==> src/rtl/vga_pkg.sv <==
// Shared timing constants, colour type and tile helper
// for the 640x480 tile display.
package vga_pkg;

  typedef logic [11:0] rgb_t;

  localparam int unsigned H_TOTAL      = 800;
  localparam int unsigned V_TOTAL      = 525;
  localparam int unsigned H_SYNC_START = 656;
  localparam int unsigned H_SYNC_END   = 751;
  localparam int unsigned V_SYNC_START = 490;
  localparam int unsigned V_SYNC_END   = 491;

  localparam logic [5:0] TILE_BLANK = 6'h3F;

  localparam rgb_t RGB_WHITE = 12'hFFF;
  localparam rgb_t RGB_BLUE  = 12'h00F;
  localparam rgb_t RGB_BLACK = 12'h000;

  // Outside the visible span the tile index is 63,
  // which no sprite position can match.
  function automatic logic [5:0] tile_of(
    input logic [9:0]  pos,
    input int unsigned lim,
    input int unsigned shift
  );
    if (32'(pos) < lim) return 6'(pos >> shift);
    return TILE_BLANK;
  endfunction

endpackage

==> src/rtl/vga_pixel_tick.sv <==
// Clock-enable divider: one-clk tick every DIV clocks.
// The tick is high while the count sits at DIV-1.
module vga_pixel_tick #(
  parameter int unsigned DIV = 4
) (
  input  logic clk,
  input  logic rst,
  output logic tick
);

  localparam int unsigned W = $clog2(DIV);

  logic [W-1:0] cnt;

  assign tick = (cnt == W'(DIV - 1));

  always_ff @(posedge clk or negedge rst) begin
    if (!rst)      cnt <= '0;
    else if (tick) cnt <= '0;
    else           cnt <= cnt + 1'b1;
  end

endmodule

==> src/rtl/vga_tile_timing.sv <==
// VGA timing, tile coordinates and registered RGB stage.
// Sync and colour leave one pixel tick after the counters.
module vga_tile_timing
  import vga_pkg::*;
#(
  parameter int unsigned CLK_DIV    = 4,
  parameter int unsigned H_ACTIVE   = 640,
  parameter int unsigned H_FP       = 16,
  parameter int unsigned H_SYNC     = 96,
  parameter int unsigned H_BP       = 48,
  parameter int unsigned V_ACTIVE   = 480,
  parameter int unsigned V_FP       = 10,
  parameter int unsigned V_SYNC     = 2,
  parameter int unsigned V_BP       = 33,
  parameter int unsigned TILE_SHIFT = 4,
  parameter rgb_t        FG_RGB     = RGB_WHITE,
  parameter rgb_t        BORDER_RGB = RGB_BLUE,
  parameter rgb_t        BG_RGB     = RGB_BLACK
) (
  input  logic       clk,
  input  logic       rst,
  input  logic       draw_fg,
  output logic [5:0] counter_x,
  output logic [5:0] counter_y,
  output logic [9:0] pix_x,
  output logic [9:0] pix_y,
  output logic       frame_tick,
  output logic       hsync,
  output logic       vsync,
  output logic [3:0] red,
  output logic [3:0] green,
  output logic [3:0] blue
);

  localparam int unsigned HT = H_ACTIVE + H_FP + H_SYNC + H_BP;
  localparam int unsigned VT = V_ACTIVE + V_FP + V_SYNC + V_BP;
  localparam int unsigned HS0 = H_ACTIVE + H_FP;
  localparam int unsigned HS1 = HS0 + H_SYNC;
  localparam int unsigned VS0 = V_ACTIVE + V_FP;
  localparam int unsigned VS1 = VS0 + V_SYNC;

  localparam logic [5:0] COL_LAST =
    6'((H_ACTIVE >> TILE_SHIFT) - 1);
  localparam logic [5:0] ROW_LAST =
    6'((V_ACTIVE >> TILE_SHIFT) - 1);

  logic tick;

  vga_pixel_tick #(.DIV(CLK_DIV)) u_tick (
    .clk  (clk),
    .rst  (rst),
    .tick (tick)
  );

  logic [9:0] nx, ny;
  logic       wrap_x, wrap_y;

  always_comb begin
    wrap_x = (pix_x == 10'(HT - 1));
    wrap_y = (pix_y == 10'(VT - 1));
    nx     = wrap_x ? '0 : pix_x + 1'b1;
    ny     = pix_y;
    if (wrap_x) ny = wrap_y ? '0 : pix_y + 1'b1;
  end

  logic active, border, hs_win, vs_win;

  assign active = (counter_x != TILE_BLANK) &&
                  (counter_y != TILE_BLANK);
  assign border = (counter_x == '0) ||
                  (counter_x == COL_LAST) ||
                  (counter_y == '0) ||
                  (counter_y == ROW_LAST);
  assign hs_win = (pix_x >= 10'(HS0)) &&
                  (pix_x <  10'(HS1));
  assign vs_win = (pix_y >= 10'(VS0)) &&
                  (pix_y <  10'(VS1));

  rgb_t rgb, rgb_next;

  always_comb begin
    rgb_next = '0;
    unique case (1'b1)
      !active:                     rgb_next = '0;
      active && draw_fg:           rgb_next = FG_RGB;
      active && !draw_fg && border: rgb_next = BORDER_RGB;
      default:                     rgb_next = BG_RGB;
    endcase
  end

  always_ff @(posedge clk or negedge rst) begin
    if (!rst) begin
      pix_x      <= '0;
      pix_y      <= '0;
      counter_x  <= '0;
      counter_y  <= '0;
      frame_tick <= 1'b0;
      hsync      <= 1'b1;
      vsync      <= 1'b1;
      rgb        <= '0;
    end else begin
      frame_tick <= tick && wrap_x && wrap_y;
      if (tick) begin
        pix_x     <= nx;
        pix_y     <= ny;
        counter_x <= tile_of(nx, H_ACTIVE, TILE_SHIFT);
        counter_y <= tile_of(ny, V_ACTIVE, TILE_SHIFT);
        hsync     <= ~hs_win;
        vsync     <= ~vs_win;
        rgb       <= rgb_next;
      end
    end
  end

  assign {red, green, blue} = rgb;

endmodule

==> config.mk <==
export PLATFORM = sky130hd
export DESIGN_NAME = vga_tile_timing
export DESIGN_NICKNAME = d
export VERILOG_FILES = /design/src/rtl/vga_pkg.sv /design/src/rtl/vga_pixel_tick.sv /design/src/rtl/vga_tile_timing.sv
export SDC_FILE = /design/constraint.sdc
export NUM_CORES = 1
export LEC_CHECK = 0
export ABC_AREA = 1
export ABC_CLOCK_PERIOD_IN_PS = 1900
export CAP_MARGIN = 20
export CORE_ASPECT_RATIO = 0.7
export CORE_UTILIZATION = 45
export CTS_CLUSTER_DIAMETER = 150
export CTS_CLUSTER_SIZE = 40
export DETAILED_ROUTE_END_ITERATION = 6
export GPL_TIMING_DRIVEN = 0
export PLACE_DENSITY = 0.72
export SLEW_MARGIN = 10
export SYNTH_ARGS = -nofsm -noshare
export SYNTH_HDL_FRONTEND = slang
export SYNTH_SLANG_ARGS = --single-unit
==> constraint.sdc <==
create_clock -name clk -period 1.9 [get_ports clk]
set_clock_uncertainty 0.05 [all_clocks]
set_input_delay 0.38 -clock clk [delete_from_list [all_inputs] [get_ports clk]]
set_output_delay 0.38 -clock clk [all_outputs]
set_load 0.005 [all_outputs]
==> flow_summary.json <==
{
  "path_clk_slew_ns": 0.08,
  "drc": 0,
  "drt-total-wl_mm": 5.48,
  "start_kind": "flip-flop",
  "io_buffers": 49,
  "drive_gt1_frac": 0.140,
  "use_met2": 0.339,
  "grt_first_pass_wirelength_mm": 8.96,
  "status": "finished clean",
  "track_usage": 0.225,
  "power_density_mw_per_mm2": 494,
  "syn-instance-count": 283,
  "netlist_top_cells_area": "dfrtp_1 (40%), nand2_1 (8.7%), nand3_1 (7.1%), inv_1 (5.8%), nor2_1 (4.8%)",
  "vias_per_cell": 5.07,
  "multiInputGateArea_mm2": 0.00104,
  "coreArea_mm2": 0.00481,
  "grt_busiest_layer": "met2",
  "ant_nets": 0,
  "cts_buffers": 5,
  "rows": 21,
  "seqCellArea_um2": 956,
  "grt_max_degree": 22,
  "boundaryPins": 50,
  "hold_depth": 1,
  "cp.required_ns": 1.47,
  "hold_viol_final": 0,
  "grt.overflow.total": 0,
  "maxSlewViolCount": 0,
  "worst_pin_slew_ns": 0.509,
  "p_total_mw": 1.46,
  "arrival_ns": 1.37,
  "dpl-instance-area_mm2": 0.00285,
  "ys_types": 35,
  "synth_nets": 292,
  "placement.setup.worst_slack_ns": 0.0271,
  "drv_cap": 0,
  "rsz0062_at_grt": "no",
  "setup_tns_ns": 0,
  "grt_pass1_vias": 1898,
  "cts_setup_buffers": 0,
  "die_h_um": 61.2,
  "wl_per_cell_um": 13.3,
  "antenna_found_initial": 0,
  "cts-htree-levels": 2,
  "die_x_um": 86.6,
  "firstDrtPassIters": 4,
  "yosys_warnings": 0,
  "layout.nets": 350,
  "start_util": 0.469,
  "die_area_mm2": 0.00530,
  "diodes": 0,
  "clockBufferDepth": 2,
  "r2r_slack_ns": 0.15,
  "fin_area_mm2": 0.00296,
  "min_from": "u_tick.cnt[0]",
  "post-route-period-util": 0.950,
  "ys_seq_area_frac": 0.423,
  "r2r-start": "pix_x[0]",
  "synth_top_area_share": 0.400,
  "min_path_type": "reg2reg",
  "place_congestion": 0.863,
  "synth.avg_cell_area_um2": 7.97,
  "use_met3": 0.0456,
  "r2r-end": "counter_y[3]",
  "cts_tree": "built",
  "dp_hpwl_mm": 4.08,
  "slew_headroom": 0.661,
  "r2r_cells": 8,
  "fin_crit_ns": 1.80,
  "synth_area_leader_cell": "dfrtp_1",
  "setup_violations": 0,
  "vdd.ir_drop.worst_mv": 0.326,
  "syn_area_mm2": 0.00225,
  "drt-initial-drc-count": 117,
  "num-fill-cells": 427,
  "p_leak_nw": 1.29,
  "fin_ws_ns": 0.0952,
  "clock.fmax_mhz": 554,
  "fin_cells": 411,
  "cts_num_sinks": 38,
  "ys_seq_elements": 38,
  "cp_max_fo": 9,
  "area_delta_synth_final_pct": 31.5,
  "cts-root-buf": "clkbuf_8",
  "dp.cells": 402,
  "vias": 2082,
  "endpoint_kind": "output pin",
  "grt_use_met1": 0.324,
  "clk_latency_ns": 0.30,
  "critical_path_class": "reg2out",
  "min_to": "u_tick.cnt[0]"
}
-- cells in the mapped netlist (all sizes together) --
| cell | number |
|---|---|
| nor4 | 3 |
| ha | 6 |
| dfstp | 2 |
| dfrtp | 36 |
| or2 | 1 |
| o2111ai | 1 |
| o22ai | 4 |
| o21ai | 14 |
| nor3 | 6 |
| nand3 | 36 |
| a21oi | 13 |
| nor2 | 36 |
| o31ai | 1 |
| inv | 36 |
| a31oi | 1 |
| nand4 | 8 |
| o211ai | 1 |
| xnor2 | 1 |
| o21bai | 3 |
| xor2 | 2 |
| buf | 16 |
| nand2 | 53 |
| clkbuf | 3 |
-- critical path: stages, from the launching register on --
cell and delay (ns):
dfrtp_2 0.45, buf_4 0.13, clkdlybuf4s50_1 0.50
-- metrics by stage --
step	hold WS [ns]	utilization
floorplan	0.0344	-
global placement	0.369	0.589
detailed placement	0.304	0.594
CTS	0.388	0.615
global route	0.402	0.616
finish	0.387	0.616
-- sequential cells by signal, indices dropped and copies added (netlist names) --
signal and count:
vsync 1, u_tick.cnt 2, counter_x 6, pix_y 10, rgb 2, pix_x 9
hsync 1, counter_y 6, frame_tick 1
-- kinds of logic after synthesis --
group                      synth area share
buffers and inverters                 0.118
DFF                                   0.423
and+or+nand+nor                       0.315
xor gates and xnor gates             0.0117
AOI/OAI and AO/OA                    0.0993
adders and majority gates            0.0333
-- power breakdown --
part           internal, mW  switching [mW]
logic                0.0329          0.0233
registers             0.810         0.00263
clock network         0.293           0.303
total                  1.14           0.329
-- worst max path at each step --
stage	from	to	slack, ns	cells after the start
after floorplan	pix_x[0]	counter_y[0]	0.32	8
after global routing	rgb[10]	green[3]	0.03	2
after CTS	u_tick.cnt[0]	pix_x[7]	0.01	5
after detailed placement	u_tick.cnt[0]	pix_y[9]	0.03	5
after global placement	rst	counter_y[3]	-0.52	1
final	rgb[10]	green[2]	0.1	2
-- repair_timing --
item	in CTS	in global routing
resized for setup	1	4
endpoints found under the hold margin	16	0
endpoints found under the setup margin	2	23
hold buffers	1	0
-- cell type report --
class / count / area share
Buffer: 19 / 0.0443
Inverter: 36 / 0.0456
Timing Repair Buffer: 51 / 0.176
Tap cell: 69 / 0.0291
Sequential cell: 38 / 0.322
Clock inverter: 1 / 0.00169
Multi-Input combinational cell: 190 / 0.351
Clock buffer: 7 / 0.0291
-- cell usage in the layout, fill, tap and decap left out, drive strengths merged, types with 3 or more instances in the layout --
master,instances
inv,36
nor3,6
clkbuf,10
clkdlybuf4s50,48
nand4,8
nand2,53
a21oi,13
ha,6
dfrtp,36
o22ai,4
o21ai,14
nor2,36
nor4,3
nand3,36
o21bai,3
buf,18
-- metal layers --
layer	wire, µm	vias to the layer above	share of wire
met2	2310	70	0.42
li1	-	1043	-
met4	72	0	0.013
met1	2760	961	0.50
met5	0	-	0
met3	335	8	0.061
Power figures use the tool's default switching activity.
